## src/rtl/rom_playback_ctrl.sv

```systemverilog
// rtl/rom_playback_ctrl.sv - tone ROM to audio CODEC playback sequencer
// Optional PLAYBACK_VOLUME_EN adds vol_shift (arithmetic right shift of each sample).
module rom_playback_ctrl #(
    parameter int ADDR_W  = 16,
    parameter int DATA_W  = 24,
    parameter int DEPTH   = 48000,
    parameter int ROM_LAT = 2
) (
    input  logic              CLOCK_50,
    input  logic              reset,
    input  logic              start,
    input  logic              stop,
    input  logic              loop,
    input  logic              write_ready,
`ifdef PLAYBACK_VOLUME_EN
    input  logic [2:0]        vol_shift,
`endif
    input  logic [DATA_W-1:0] rom_q,
    output logic [ADDR_W-1:0] rom_addr,
    output logic              write,
    output logic [DATA_W-1:0] writedata_left,
    output logic [DATA_W-1:0] writedata_right,
    output logic              busy,
    output logic              done
);

    typedef enum logic [1:0] {
        IDLE  = 2'd0,
        FETCH = 2'd1,
        HOLD  = 2'd2,
        WRITE = 2'd3
    } state_t;

    localparam logic [ADDR_W-1:0] LAST_ADDR = ADDR_W'(DEPTH - 1);
    localparam logic [2:0]        LAT_C     = 3'(ROM_LAT);

    state_t            state_q, state_d;
    logic [ADDR_W-1:0] addr_q, addr_d;
    logic [2:0]        cnt_q, cnt_d;
    logic [DATA_W-1:0] data_q, data_d;
    logic              write_q, write_d;
    logic              busy_q, busy_d;
    logic              done_q, done_d;
    logic [DATA_W-1:0] sample_cap;

`ifdef PLAYBACK_VOLUME_EN
    assign sample_cap = DATA_W'($signed(rom_q) >>> vol_shift);
`else
    assign sample_cap = rom_q;
`endif

    always_ff @(posedge CLOCK_50) begin
        if (reset) begin
            state_q <= IDLE;
            addr_q  <= '0;
            cnt_q   <= '0;
            data_q  <= '0;
            write_q <= 1'b0;
            busy_q  <= 1'b0;
            done_q  <= 1'b0;
        end else begin
            state_q <= state_d;
            addr_q  <= addr_d;
            cnt_q   <= cnt_d;
            data_q  <= data_d;
            write_q <= write_d;
            busy_q  <= busy_d;
            done_q  <= done_d;
        end
    end

    // The first fetch after IDLE starts its count at 0 (one extra pipeline
    // fill cycle); fetches that follow a write start at 1, so the steady-state
    // period is ROM_LAT+2 cycles.
    always_comb begin
        state_d = state_q;
        addr_d  = addr_q;
        cnt_d   = cnt_q;
        data_d  = data_q;
        write_d = 1'b0;
        done_d  = 1'b0;
        if (stop) begin
            state_d = IDLE;
            addr_d  = '0;
            cnt_d   = '0;
        end else begin
            unique case (state_q)
                IDLE: begin
                    if (start) begin
                        state_d = FETCH;
                        addr_d  = '0;
                        cnt_d   = '0;
                    end
                end
                FETCH: begin
                    if (cnt_q == LAT_C) begin
                        data_d  = sample_cap;
                        state_d = HOLD;
                        cnt_d   = '0;
                    end else begin
                        cnt_d = cnt_q + 3'd1;
                    end
                end
                HOLD: begin
                    if (write_ready) begin
                        state_d = WRITE;
                        write_d = 1'b1;
                    end
                end
                WRITE: begin
                    if (addr_q != LAST_ADDR) begin
                        addr_d  = addr_q + 1'b1;
                        state_d = FETCH;
                        cnt_d   = 3'd1;
                    end else if (loop) begin
                        addr_d  = '0;
                        state_d = FETCH;
                        cnt_d   = 3'd1;
                    end else begin
                        addr_d  = '0;
                        state_d = IDLE;
                        done_d  = 1'b1;
                    end
                end
                default: state_d = IDLE;
            endcase
        end
        busy_d = (state_d != IDLE);
    end

    assign rom_addr        = addr_q;
    assign write           = write_q;
    assign writedata_left  = data_q;
    assign writedata_right = data_q;
    assign busy            = busy_q;
    assign done            = done_q;

endmodule

```

## config.mk

```make
export PLATFORM = sky130hd
export DESIGN_NAME = rom_playback_ctrl
export DESIGN_NICKNAME = d
export VERILOG_FILES = /design/src/rtl/rom_playback_ctrl.sv
export SDC_FILE = /design/constraint.sdc
export NUM_CORES = 1
export LEC_CHECK = 0
export ABC_CLOCK_PERIOD_IN_PS = 4400
export CAP_MARGIN = 20
export CORE_MARGIN = 4
export CORE_UTILIZATION = 46
export DETAILED_ROUTE_END_ITERATION = 8
export PLACE_DENSITY_LB_ADDON = 0.12
export SLEW_MARGIN = 5
export SYNTH_ARGS = -nofsm -noshare
export SYNTH_HDL_FRONTEND = slang
export SYNTH_SLANG_ARGS = --single-unit
```

## constraint.sdc

```tcl
create_clock -name CLOCK_50 -period 4.4 [get_ports CLOCK_50]
set_input_delay 1.32 -clock CLOCK_50 [delete_from_list [all_inputs] [get_ports CLOCK_50]]
set_output_delay 1.32 -clock CLOCK_50 [all_outputs]
set_load 0.05 [all_outputs]
```

# Yosys cells after proc, flatten, opt, wreduce, memory -nomap -nowiden
# Cells that the tools add are included.
# totals
elab_cells,46
regBits,48
in_bits,30
out_inout_bits,67
# op_classes
mux,17
bitwise_logic,3
reduce_logical,10
n_addsub,2
n_eq_ne,7
# op_table
operator,n
two-way mux 16 bit,2
case mux 16 bit (2 select lines),1
"adder 16 x 1 -> 16 bit, second input constant",1
"!= test 16 bit, second input constant",1
two-way mux 3 bit,4
case mux 3 bit (3 select lines),1
two-way mux 2 bit,4
case mux 2 bit (4 select lines),1
AND reduction 3 bit,2
"== test 2 bit, second input constant",2
two-way mux 1 bit,4
nonzero test 2 bit,2
OR reduction 4 bit,1
"adder 3 x 1 -> 3 bit, second input constant",1
"== test 3 x 2 -> 1 bit, second input constant",1
"!= test 3 bit, second input constant",1
NOT 1 bit,3
nonzero test 3 bit,1
OR reduction 3 bit,1
"== test 2 x 1 -> 1 bit, second input constant",1
logical NOT 2 bit,1
"!= test 2 bit, second input constant",1
AND reduction 2 bit,1
OR reduction 2 bit,1

# Longest topological paths before layout
# Gate-level depths: netlist of the first run.
# logic_depth
word_depth,5
depth_mapped,7
depth_no_buf,5

# Worst setup path after synthesis of the first run
# No wires, ideal clock.
# synth_timing
path_kind,in2reg
from,in reset
to,"reg addr_q[2], in the netlist rom_addr[2]"
t_arrival_ps,2681
cell_stages,7
setup_ps,78
required_time_ps,4322
slack_ps,1641
path_buffers,3
path_cell_list,buf_2 > or2_2 > buf_2 > nor3b_1 > buf_2 > o21ai_0 > o21ai_0
# synth_between
elab_chain_len,1
# synth_lines
element,line_no,source
"start, declared",10,"input logic reset,"
OR reduction 2 bit (no line),n/a,
"end signal, assigned",63,addr_q <= addr_d;
"end, declared",38,"logic [ADDR_W-1:0] addr_q, addr_d;"
# Every way passes these cells.
# A chain may end at the register's enable or synchronous reset.

# Worst setup path after layout of the first run
# layout_timing
from,"reg addr_q[1], in the netlist rom_addr[1]"
to,out rom_addr[1]
# layout_rtl
element,line_no,source
"end, declared",19,"output logic [ADDR_W-1:0] rom_addr,"
# No word-level cell between the ends.

==> impl_summary.txt, run 1 <==
----------------------------------------------------
[Timing]
  Rel. slew slack ... 0.481
  Clk_skew ... 10.4 ps
  RSZ-0062 raised after global routing ... no
  Final critical-path share of the clock period ... 0.675
  Crit path setup slack, layout ... 1430 ps
  Final max-slew violation count ... 0
  Final critical delay including setup and external delays ... 2970 ps
  Hold Fails Final Rpt ... 0
  Actual transition at the worst max-transition pin ... 778 ps
  Count of final setup violators ... 0
  Max Freq ... between 0.3 and 0.4 GHz
  Post-route worst hold slack ... 470 ps
  Post-route setup TNS ... 0 ps

[Synth]
  Count leader, synth ... sky130_fd_sc_hd__nand2_1
  Proportion of synthesized flip-flops having asynchronous set or reset ... 0
  Summed instance area of the synthesized netlist ... 0.00231 mm²
  Share of the yosys chip area belonging to registers ... 0.416
  Syn avg cell area ... 7.97 µm²
  Synth top area share ... 0.416
  Post-synth net total ... ~320
  Top post-synthesis cells by count ... sky130_fd_sc_hd__nand2_1, sky130_fd_sc_hd__dfxtp_1, sky130_fd_sc_hd__a21oi_1, sky130_fd_sc_hd__buf_4, sky130_fd_sc_hd__o21ai_0
  Register bit count reported by yosys ... 48
  Primary FF master, synth ... sky130_fd_sc_hd__dfxtp_1
  Top cells by area, synth ... sky130_fd_sc_hd__dfxtp_1, sky130_fd_sc_hd__nand2_1, sky130_fd_sc_hd__buf_4
  Biggest area consumer among synthesized cells ... sky130_fd_sc_hd__dfxtp_1
  Synth warn ... 0
  Number of distinct library cells after synthesis ... between 40 and 50
  Number of flops mapped to enable cells by yosys ... 0
  Post-Synthesis Cells ... 290

[Worst setup path]
  Crit-path max cell delay ... ~860 ps
  Buf+Inv Stages, Crit Path ... 1
  Worst reg-to-reg setup slack ... 1760 ps
  Critical path launch point ... rom_addr[1]
  Highest net fanout along the worst path ... 6
  Critical Path RT ... 3080 ps
  Crit path capture ... rom_addr[1]
  FF-to-FF Start ... rom_addr[1]
  Crit Path Class ... flip-flop to primary output
  Reg2reg end ... cnt_q[0]
  Data arrival time of the critical path ... 1650 ps
  CP Depth ... 1
  Chain of cells forming the critical path ... clkdlybuf4s50_1
  Cell type group with the largest total delay on the critical path ... buffers and inverters
  Number of cells on the worst reg-to-reg path ... 5
  Endpoint class of the critical path ... primary output
  Crit-path slowest cell ... sky130_fd_sc_hd__clkdlybuf4s50_1
  CP Launch Type ... flip-flop

[Clocking]
  CTS buffer count ... 5
  Worst-skew pair later-pin latency ... 300 ps
  CTS tree ... done
  Number of sinks handled by clock tree synthesis ... 48
  Maximum count of clock buffers along a single path ... 2
  Worst-path clk slew ... roughly 90 ps
  Clock Root Buffer ... sky130_fd_sc_hd__clkbuf_8
  Setup Fix Bufs, Post-CTS ... 0
  Gates resized, CTS repair ... 0
  Number of H-tree levels ... 2
  Hold buffer count at cts ... 0

[Finish]
  Cell area after layout ... about 0.0033 mm²
  Relative area change from synthesis to final layout ... 41.1%
  Layout cell share with drive strength beyond 1 ... 0.0642
  Non-filler instance count after layout ... 425
  Net count reported at finish ... approximately 390
  Final design utilization ... 0.681
  Fill cell count ... 407
  Diodes inserted ... 0

[Detailed routing]
  Number of design-rule violations left by the first detailed-router iteration ... 90
  Post-detailed-route via-to-cell ratio ... 5.19
  Detail-routed net length per standard cell ... 13.9 µm
  Detailed-route via count ... 2206
  Total Wirelength ... approximately 5.9 mm
  Detailed-router iteration count before antenna repair ... 4
  DRC violation count after routing ... 0
  Antenna viol nets, final ... 0

[Place]
  # port buffers ... 96
  Worst slack, placed ... ~1300 ps
  Hpwl dp ... between 4 and 5 mm
  Placed standard-cell area ... between 0.003 and 0.004 mm²
  # placed instances ... 417
  Final weighted congestion in routability-driven placement ... 0.816

[Floorplan]
  Area inside the core boundary ... between 0.004 and 0.005 mm²
  Number of primary I/O pins ... 97
  Floorplan row count ... 25
  Die area ... 0.00622 mm²
  Initial core utilization ... 0.483
  Die height ... 78.9 µm
  DIE WIDTH ... 78.9 µm

[Power and ir drop]
  Power density normalized to cell area ... 250 mW/mm²
  Leakage ... 1.04 nW
  Overall power consumption ... around 0.81 mW
  Worst VDD drop ... 0.152 mV

[Global routing]
  Total congestion overflow ... 0
  GR Util All Layers ... 0.190
  Via count of the first global-routing pass ... 2023
  Maximum number of pins on one net before global-route repair ... 28
  Number of antenna violations at the first check in global routing ... 0
  Global-route wire length before repair ... 9.63 mm

[Job]
  Maximum Capacitance Violations ... 0

[Worst hold path]
  Kind of path behind the tightest hold check ... flip-flop to flip-flop

[Run status]
  Run status ... complete, no violations

----------------------------------------------------
==> worst min-delay path: cells and delay by family (launching register included) <==
kind | cells | cell delay, ps
flops | 1 | 320
simple gates | 1 | 50
compound gates | 1 | 50
==> sequential cells by signal (all words and copies together) (netlist names) <==
| name | cells |
|---|---|
| cnt_q | 3 |
| done | 1 |
| write | 1 |
| rom_addr | 16 |
| state_q | 2 |
| writedata_left | 24 |
| busy | 1 |
==> cells in the final DEF, fill, tap and decap left out, types with 2 or more instances in the layout <==
master,n
sky130_fd_sc_hd__or4_1,4
sky130_fd_sc_hd__nand4_1,5
sky130_fd_sc_hd__nor3_1,2
sky130_fd_sc_hd__o21ai_0,12
sky130_fd_sc_hd__nand3b_1,4
sky130_fd_sc_hd__clkdlybuf4s50_1,96
sky130_fd_sc_hd__or3_1,5
sky130_fd_sc_hd__dfxtp_1,48
sky130_fd_sc_hd__nand4b_1,3
sky130_fd_sc_hd__a21oi_1,30
sky130_fd_sc_hd__inv_1,4
sky130_fd_sc_hd__clkinv_4,2
sky130_fd_sc_hd__nor2_1,11
sky130_fd_sc_hd__o211ai_1,2
sky130_fd_sc_hd__mux2i_1,3
sky130_fd_sc_hd__or2_2,4
sky130_fd_sc_hd__nor3b_1,2
sky130_fd_sc_hd__nand3_1,10
sky130_fd_sc_hd__a31oi_1,5
sky130_fd_sc_hd__o311a_1,2
sky130_fd_sc_hd__nand2_1,66
sky130_fd_sc_hd__nand2b_1,3
sky130_fd_sc_hd__clkbuf_8,5
sky130_fd_sc_hd__buf_4,4
sky130_fd_sc_hd__a22oi_1,5
==> cells by family after synthesis <==
family	count (synthesis)	synth area share
DFF	48	0.416
and+or+nand+nor	129	0.280
muxes	4	0.0179
adders and majority gates	1	0.00541
buffers and inverters	44	0.114
xor gates and xnor gates	2	0.00758
AOI/OAI and AO/OA	62	0.159
==> layer usage <==
layer  global-route usage  routed length [µm]
met2                0.317                2760
met3               0.0488                 459
met4               0.0447                  13
met1                0.247                2690
met5                    0                   0
==> how the worst min path moves through the flow <==
stage | slack [ps] | start | cells past startpoint | to
global route | 510 | writedata_left[12] | 2 | writedata_left[12]
CTS | 470 | writedata_left[3] | 2 | writedata_left[3]
detailed placement | 460 | writedata_left[3] | 2 | writedata_left[3]
finish | 470 | writedata_left[3] | 2 | writedata_left[3]
global placement | 460 | writedata_left[18] | 2 | writedata_left[18]
floorplan | 590 | cnt_q[1] | 2 | cnt_q[1]
==> layout make-up <==
type / instances / area, µm² / area share
repair buffers: 100 / 991 / 0.304
multi-input cells: 198 / 1090 / 0.335
well taps: 67 / 83.8 / 0.0257
flip-flops and latches: 48 / 961 / 0.295
clock buffers: 5 / 68.8 / 0.0211
inverters: 4 / 15.0 / 0.00460
clock inverters: 3 / 47.5 / 0.0146
==> where the power goes <==
| part | switching (mW) | total, mW | internal (mW) |
|---|---|---|---|
| clock network | 0.160 | 0.331 | 0.171 |
| logic | 0.0170 | 0.0454 | 0.0284 |
| registers | 0.00238 | 0.438 | 0.435 |
Note: power is estimated with default switching activity, not from simulation.
==> run 2, diff against run 1 <==
--- a/config.mk
+++ b/config.mk
@@ -5,10 +5,10 @@
 export SDC_FILE = /design/constraint.sdc
 export NUM_CORES = 1
 export LEC_CHECK = 0
-export ABC_CLOCK_PERIOD_IN_PS = 4400
+export ABC_CLOCK_PERIOD_IN_PS = 3100
 export CAP_MARGIN = 20
 export CORE_MARGIN = 4
-export CORE_UTILIZATION = 46
+export CORE_UTILIZATION = 43
 export DETAILED_ROUTE_END_ITERATION = 8
 export PLACE_DENSITY_LB_ADDON = 0.12
 export SLEW_MARGIN = 5
==> constraint.sdc (replaced) <==
create_clock -name CLOCK_50 -period 3.1 [get_ports CLOCK_50]
set_input_delay 0.93 -clock CLOCK_50 [delete_from_list [all_inputs] [get_ports CLOCK_50]]
set_output_delay 0.93 -clock CLOCK_50 [all_outputs]
set_load 0.05 [all_outputs]
==> impl_summary.txt, run 2 (synthesis gave the netlist of run 1 again) <==
----------------------------------------------------
[Clocking]
  Setup Fix Bufs, Post-CTS ... 0 (unchanged)
  Maximum count of clock buffers along a single path ... 2 (unchanged)
  Number of sinks handled by clock tree synthesis ... 48 (unchanged)
  Worst-skew pair later-pin latency ... 300 ps (about the same)
  Worst-path clk slew ... 90 ps (about the same)
  CTS buffer count ... 5 (unchanged)
  Gates resized, CTS repair ... 0 (unchanged)
  Hold buffer count at cts ... 0 (unchanged)
  Clock Root Buffer ... sky130_fd_sc_hd__clkbuf_8
  Number of H-tree levels ... 2 (unchanged)
  CTS tree ... done

[Finish]
  Most used cells in the layout excluding fill and tap cells ... sky130_fd_sc_hd__clkdlybuf4s50_1, sky130_fd_sc_hd__nand2_1, sky130_fd_sc_hd__dfxtp_1
  Diodes inserted ... 0 (unchanged)
  Most frequent standard cell in the layout excluding fill and tap cells ... sky130_fd_sc_hd__clkdlybuf4s50_1
  Cell area after layout ... 0.00327 mm² (+0.42%)
  Fill cell count ... 458 (+13%)
  Relative area change from synthesis to final layout ... 41.7%
  Max reg flops ... 24 (unchanged)
  Net count reported at finish ... 390 (+0.52%)
  Non-filler instance count after layout ... 430 (+1.2%)
  Layout cell share with drive strength beyond 1 ... 0.0694 (+0.00520)

[Timing]
  Rel. slew slack ... 0.467 (-0.0143)
  Hold Fails Final Rpt ... 0 (unchanged)
  Clk_skew ... 5.30 ps (-5.05 ps)
  Crit path setup slack, layout ... 516 ps (-914 ps)
  Final critical-path share of the clock period ... 0.833
  RSZ-0062 raised after global routing ... no
  Final critical delay including setup and external delays ... 2580 ps
  Count of final setup violators ... 0 (unchanged)
  Actual transition at the worst max-transition pin ... 799 ps (+21.4 ps)
  Max Freq ... 0.387 GHz
  Post-route setup TNS ... 0 ps (unchanged)
  Final max-slew violation count ... 0 (unchanged)

[Power and ir drop]
  Power density normalized to cell area ... 346 mW/mm² (+38%)
  Overall power consumption ... 1.13 mW (+39%)
  Leakage ... 1.04 nW (+0.40%)
  Worst VDD drop ... 0.278 mV (+83%)

[Worst setup path]
  Endpoint class of the critical path ... primary output
  Critical Path RT ... 2170 ps (-910 ps)
  Cell type group with the largest total delay on the critical path ... buffers and inverters
  Crit-path slowest cell ... sky130_fd_sc_hd__clkdlybuf4s50_1
  Buf+Inv Stages, Crit Path ... 1 (unchanged)
  Highest net fanout along the worst path ... 6 (unchanged)
  Worst reg-to-reg setup slack ... 870 ps (-890 ps)
  Reg2reg end ... rom_addr[9]
  Crit Path Class ... flip-flop to primary output
  CP Launch Type ... flip-flop
  FF-to-FF Start ... rom_addr[1]
  Chain of cells forming the critical path ... clkdlybuf4s50_1
  Crit-path max cell delay ... 870 ps (about the same)
  Number of cells on the worst reg-to-reg path ... 6 (+1)
  Data arrival time of the critical path ... 1650 ps (about the same)

[Place]
  Placed standard-cell area ... 0.00316 mm² (+0.60%)
  # port buffers ... 96 (unchanged)
  Hpwl dp ... 4.24 mm (about the same)
  Final weighted congestion in routability-driven placement ... 0.772 (-5.5%)
  # placed instances ... 422 (+1.2%)
  Worst slack, placed ... 511 ps (-761 ps)

[Global routing]
  Met2 layer usage reported by global route ... 0.276 (-0.0414)
  Maximum number of pins on one net before global-route repair ... 25 (-11%)
  Most crowded layer after global routing ... met2
  Total congestion overflow ... 0 (unchanged)
  GR Util All Layers ... 0.170 (-0.0207)
  Via count of the first global-routing pass ... 1886 (-6.8%)
  Global routing usage on met1 ... 0.225 (-0.0219)
  Global-route wire length before repair ... 8.94 mm (-7.2%)
  Number of antenna violations at the first check in global routing ... 0 (unchanged)
  Met3 routing resource usage after global routing ... 0.0310 (-0.0177)

[Run status]
  Run status ... complete, no violations

[Floorplan]
  Number of primary I/O pins ... 97 (unchanged)
  Area inside the core boundary ... 0.00517 mm² (+8.1%)
  DIE WIDTH ... 81.3 µm (+3.1%)
  Die area ... 0.00661 mm² (+6.3%)
  Die height ... 81.3 µm (+3.1%)
  Floorplan row count ... 26 (+4.0%)
  Initial core utilization ... 0.447 (-0.0361)

[Detailed routing]
  Detailed-router iteration count before antenna repair ... 4 (unchanged)
  Number of design-rule violations left by the first detailed-router iteration ... 71 (-21%)
  Detail-routed net length per standard cell ... 13.7 µm (-1.8%)
  Total Wirelength ... 5.88 mm (-0.64%)
  Antenna viol nets, final ... 0 (unchanged)
  DRC violation count after routing ... 0 (unchanged)
  Detailed-route via count ... 2226 (+0.91%)
  Post-detailed-route via-to-cell ratio ... 5.18 (-0.27%)

[Worst hold path]
  Worst Hold Depth ... 2 (unchanged)
  Worst hold path startpoint ... writedata_left[22]
  Kind of path behind the tightest hold check ... flip-flop to flip-flop
  End point of the worst hold path ... writedata_left[22]

[Job]
  Maximum Capacitance Violations ... 0 (unchanged)

----------------------------------------------------
[run 2: cell types whose count changed in the layout (fill, tap and decap cells not counted)]
cell / before / now
sky130_fd_sc_hd__buf_4: 4 / 6
sky130_fd_sc_hd__clkinv_2: 0 / 1
sky130_fd_sc_hd__clkinv_4: 2 / 0
sky130_fd_sc_hd__clkinvlp_4: 0 / 1
[run 2: metal layers]
metal	wire length (µm)	up-vias
li1	-	1115
met2	2720	78
met1	2680	1026
met5	0	-
met3	427	7
met4	61	0
[run 2: how the worst max path moves through the flow]
stage | from | end | slack, ps | cells after the start
floorplan | rom_addr[0] | rom_addr[12] | 710 | 7
global placement | stop | writedata_left[16] | 560 | 4
detailed placement | stop | rom_addr[9] | 510 | 6
CTS | rom_addr[1] | rom_addr[1] | 520 | 1
global route | rom_addr[1] | rom_addr[1] | 470 | 1
finish | rom_addr[1] | rom_addr[1] | 520 | 1
[run 2: layout make-up]
| type | count | area [µm²] | share of cell area |
|---|---|---|---|
| inverters | 4 | 15.0 | 0.00459 |
| well taps | 70 | 87.6 | 0.0267 |
| clock buffers | 5 | 68.8 | 0.0210 |
| repair buffers | 102 | 1010 | 0.307 |
| flip-flops and latches | 48 | 961 | 0.293 |
| multi-input cells | 198 | 1090 | 0.334 |
| clock inverters | 3 | 42.5 | 0.0130 |
[run 2: stage by stage]
stage	hold slack [ps]	utilization
2_1_floorplan	587	-
5_1_grt	495	0.633
6_report	473	0.633
3_3_place_gp	457	0.612
3_5_place_dp	464	0.612
4_1_cts	476	0.633
[run 2: report_power, final]
part | internal, mW | switching, mW
clock network | 0.239 | 0.208
logic | 0.0404 | 0.0248
registers | 0.618 | 0.00335
==> run 3, diff against run 2 <==
--- a/config.mk
+++ b/config.mk
@@ -5,7 +5,7 @@
 export SDC_FILE = /design/constraint.sdc
 export NUM_CORES = 1
 export LEC_CHECK = 0
-export ABC_CLOCK_PERIOD_IN_PS = 3100
+export ABC_CLOCK_PERIOD_IN_PS = 2710
 export CAP_MARGIN = 20
 export CORE_MARGIN = 4
 export CORE_UTILIZATION = 43
==> constraint.sdc (replaced) <==
create_clock -name CLOCK_50 -period 2.71 [get_ports CLOCK_50]
set_input_delay 0.813 -clock CLOCK_50 [delete_from_list [all_inputs] [get_ports CLOCK_50]]
set_output_delay 0.813 -clock CLOCK_50 [all_outputs]
set_load 0.05 [all_outputs]
==> impl_summary.txt, run 3 (synthesis gave the netlist of run 1 again) <==
----------------------------------------------------
[Worst setup path]
  Crit Path Class ... flip-flop to primary output
  Endpoint class of the critical path ... primary output
  Chain of cells forming the critical path ... clkdlybuf4s50_1
  CP Launch Type ... flip-flop
  Data arrival time of the critical path ... 1650 ps (about the same)
  Worst reg-to-reg setup slack ... 500 ps (-370 ps)
  Critical Path RT ... 1900 ps (-270 ps)
  FF-to-FF Start ... rom_addr[0]
  Number of cells on the worst reg-to-reg path ... 5 (-1)
  Crit path capture ... rom_addr[5]
  Buf+Inv Stages, Crit Path ... 1 (unchanged)
  Cell type group with the largest total delay on the critical path ... buffers and inverters
  CP Depth ... 1 (unchanged)
  Highest net fanout along the worst path ... 8 (+2)
  Reg2reg end ... busy
  Critical path launch point ... rom_addr[5]
  Crit-path max cell delay ... 860 ps (about the same)
  Crit-path slowest cell ... sky130_fd_sc_hd__clkdlybuf4s50_1

[Global routing]
  Via count of the first global-routing pass ... 2011 (+6.6%)
  Number of antenna violations at the first check in global routing ... 0 (unchanged)
  Total congestion overflow ... 0 (unchanged)
  Maximum number of pins on one net before global-route repair ... 25 (unchanged)
  Global-route wire length before repair ... 9.44 mm (+5.6%)
  GR Util All Layers ... 0.180 (+0.0106)

[Clocking]
  Worst-skew pair later-pin latency ... 300 ps (about the same)
  CTS tree ... done
  Gates resized, CTS repair ... 0 (unchanged)
  Hold buffer count at cts ... 0 (unchanged)
  Number of sinks handled by clock tree synthesis ... 48 (unchanged)
  Number of H-tree levels ... 2 (unchanged)
  Clock Root Buffer ... sky130_fd_sc_hd__clkbuf_8
  Maximum count of clock buffers along a single path ... 2 (unchanged)
  Worst-path clk slew ... 100 ps (about the same)
  CTS buffer count ... 5 (unchanged)
  Setup Fix Bufs, Post-CTS ... 0 (unchanged)

[Detailed routing]
  Detail-routed net length per standard cell ... 13.6 µm (-0.52%)
  DRC violation count after routing ... 0 (unchanged)
  Metal2 WL ... 2.70 mm (-0.55%)
  Total routed wire length on the met1 layer ... 2.60 mm (-2.8%)
  Number of design-rule violations left by the first detailed-router iteration ... 84 (+18%)
  Detailed-router iteration count before antenna repair ... 4 (unchanged)
  Antenna viol nets, final ... 0 (unchanged)
  Highest Signal Layer ... met4
  Metal3 WL ... 512 µm (+20%)
  Total Wirelength ... 5.87 mm (-0.29%)
  Detailed-route via count ... 2253 (+1.2%)
  Post-detailed-route via-to-cell ratio ... 5.23 (+0.98%)

[Finish]
  Diodes inserted ... 0 (unchanged)
  Net count reported at finish ... 391 (+0.26%)
  Fill cell count ... 474 (+3.5%)
  Most frequent standard cell in the layout excluding fill and tap cells ... sky130_fd_sc_hd__clkdlybuf4s50_1
  Cell area after layout ... 0.00328 mm² (+0.23%)
  Layout cell share with drive strength beyond 1 ... 0.0720 (+0.00258)
  Max reg flops ... 24 (unchanged)
  Most used cells in the layout excluding fill and tap cells ... sky130_fd_sc_hd__clkdlybuf4s50_1, sky130_fd_sc_hd__nand2_1, sky130_fd_sc_hd__dfxtp_1
  Relative area change from synthesis to final layout ... 42.0%

[Timing]
  Actual transition at the worst max-transition pin ... 517 ps (-282 ps)
  Hold Fails Final Rpt ... 0 (unchanged)
  Final critical delay including setup and external delays ... 2460 ps
  Crit path setup slack, layout ... 249 ps (-267 ps)
  Post-route setup TNS ... 0 ps (unchanged)
  Rel. slew slack ... 0.654 (+0.187)
  RSZ-0062 raised after global routing ... no
  Max Freq ... 0.406 GHz
  Clk_skew ... 13.5 ps (+8.25 ps)
  Final max-slew violation count ... 0 (unchanged)
  Count of final setup violators ... 0 (unchanged)
  Final critical-path share of the clock period ... 0.908

[Run status]
  Run status ... complete, no violations

[Job]
  Maximum Capacitance Violations ... 0 (unchanged)

[Place]
  Placed standard-cell area ... 0.00317 mm² (+0.24%)
  Worst slack, placed ... 250 ps (-261 ps)
  # port buffers ... 96 (unchanged)
  Hpwl dp ... 4.36 mm (+2.8%)
  Final weighted congestion in routability-driven placement ... 0.795 (+3.1%)

[Floorplan]
  Number of primary I/O pins ... 97 (unchanged)
  Floorplan row count ... 26 (unchanged)
  Area inside the core boundary ... 0.00517 mm² (unchanged)
  Die area ... 0.00661 mm² (unchanged)
  DIE WIDTH ... 81.3 µm (unchanged)
  Initial core utilization ... 0.447 (unchanged)
  Die height ... 81.3 µm (unchanged)

[Power and ir drop]
  Leakage ... 1.05 nW (+0.40%)
  Power density normalized to cell area ... 396 mW/mm² (+15%)
  Worst VDD drop ... 0.291 mV (+4.7%)

[Worst hold path]
  Kind of path behind the tightest hold check ... flip-flop to flip-flop

----------------------------------------------------
-- run 3: changes by cell type in the layout (fill, tap and decap cells not counted), sizes merged --
cell  delta
buf      +1
-- run 3: where the power goes --
group / total, mW / switching, mW / internal [mW] / leakage [nW]
clock network: 0.517 / 0.244 / 0.273 / 0.0541
logic: 0.0736 / 0.0275 / 0.0461 / 0.605
registers: 0.710 / 0.00375 / 0.706 / 0.387
total: 1.30 / 0.275 / 1.03 / 1.05
-- run 3: how the worst min path moves through the flow --
stage	startpoint	to	slack, ps	cells after the start
2_1_floorplan	cnt_q[1]	cnt_q[1]	590	2
3_3_place_gp	writedata_left[0]	writedata_left[0]	460	2
3_5_place_dp	writedata_left[9]	writedata_left[9]	460	2
4_1_cts	writedata_left[9]	writedata_left[9]	470	2
5_1_grt	writedata_left[15]	writedata_left[15]	500	2
6_report	writedata_left[9]	writedata_left[9]	470	2
-- run 3: area by class of cell --
class	count	area [µm²]	area share
inverters	4	15.0	0.00457
flip-flops and latches	48	961	0.293
well taps	70	87.6	0.0267
clock inverters	3	42.5	0.0130
clock buffers	5	68.8	0.0210
multi-input cells	198	1090	0.333
repair buffers	103	1010	0.309
-- run 3: metal layers --
metal,vias up,track usage
met3,7,0.0410
li1,1124,-
met5,-,0
met4,0,0.0355
met2,93,0.300
met1,1029,0.239
-- run 3: per-stage QoR --
stage / hold WS, ps / utilization / power (mW) / instances
floorplan: 587 / - / 0.750 / 290
global route: 497 / 0.634 / 1.35 / 431
CTS: 474 / 0.634 / 1.31 / 431
global placement: 456 / 0.613 / 0.800 / 423
finish: 471 / 0.634 / 1.30 / 431
detailed placement: 461 / 0.613 / 0.800 / 423
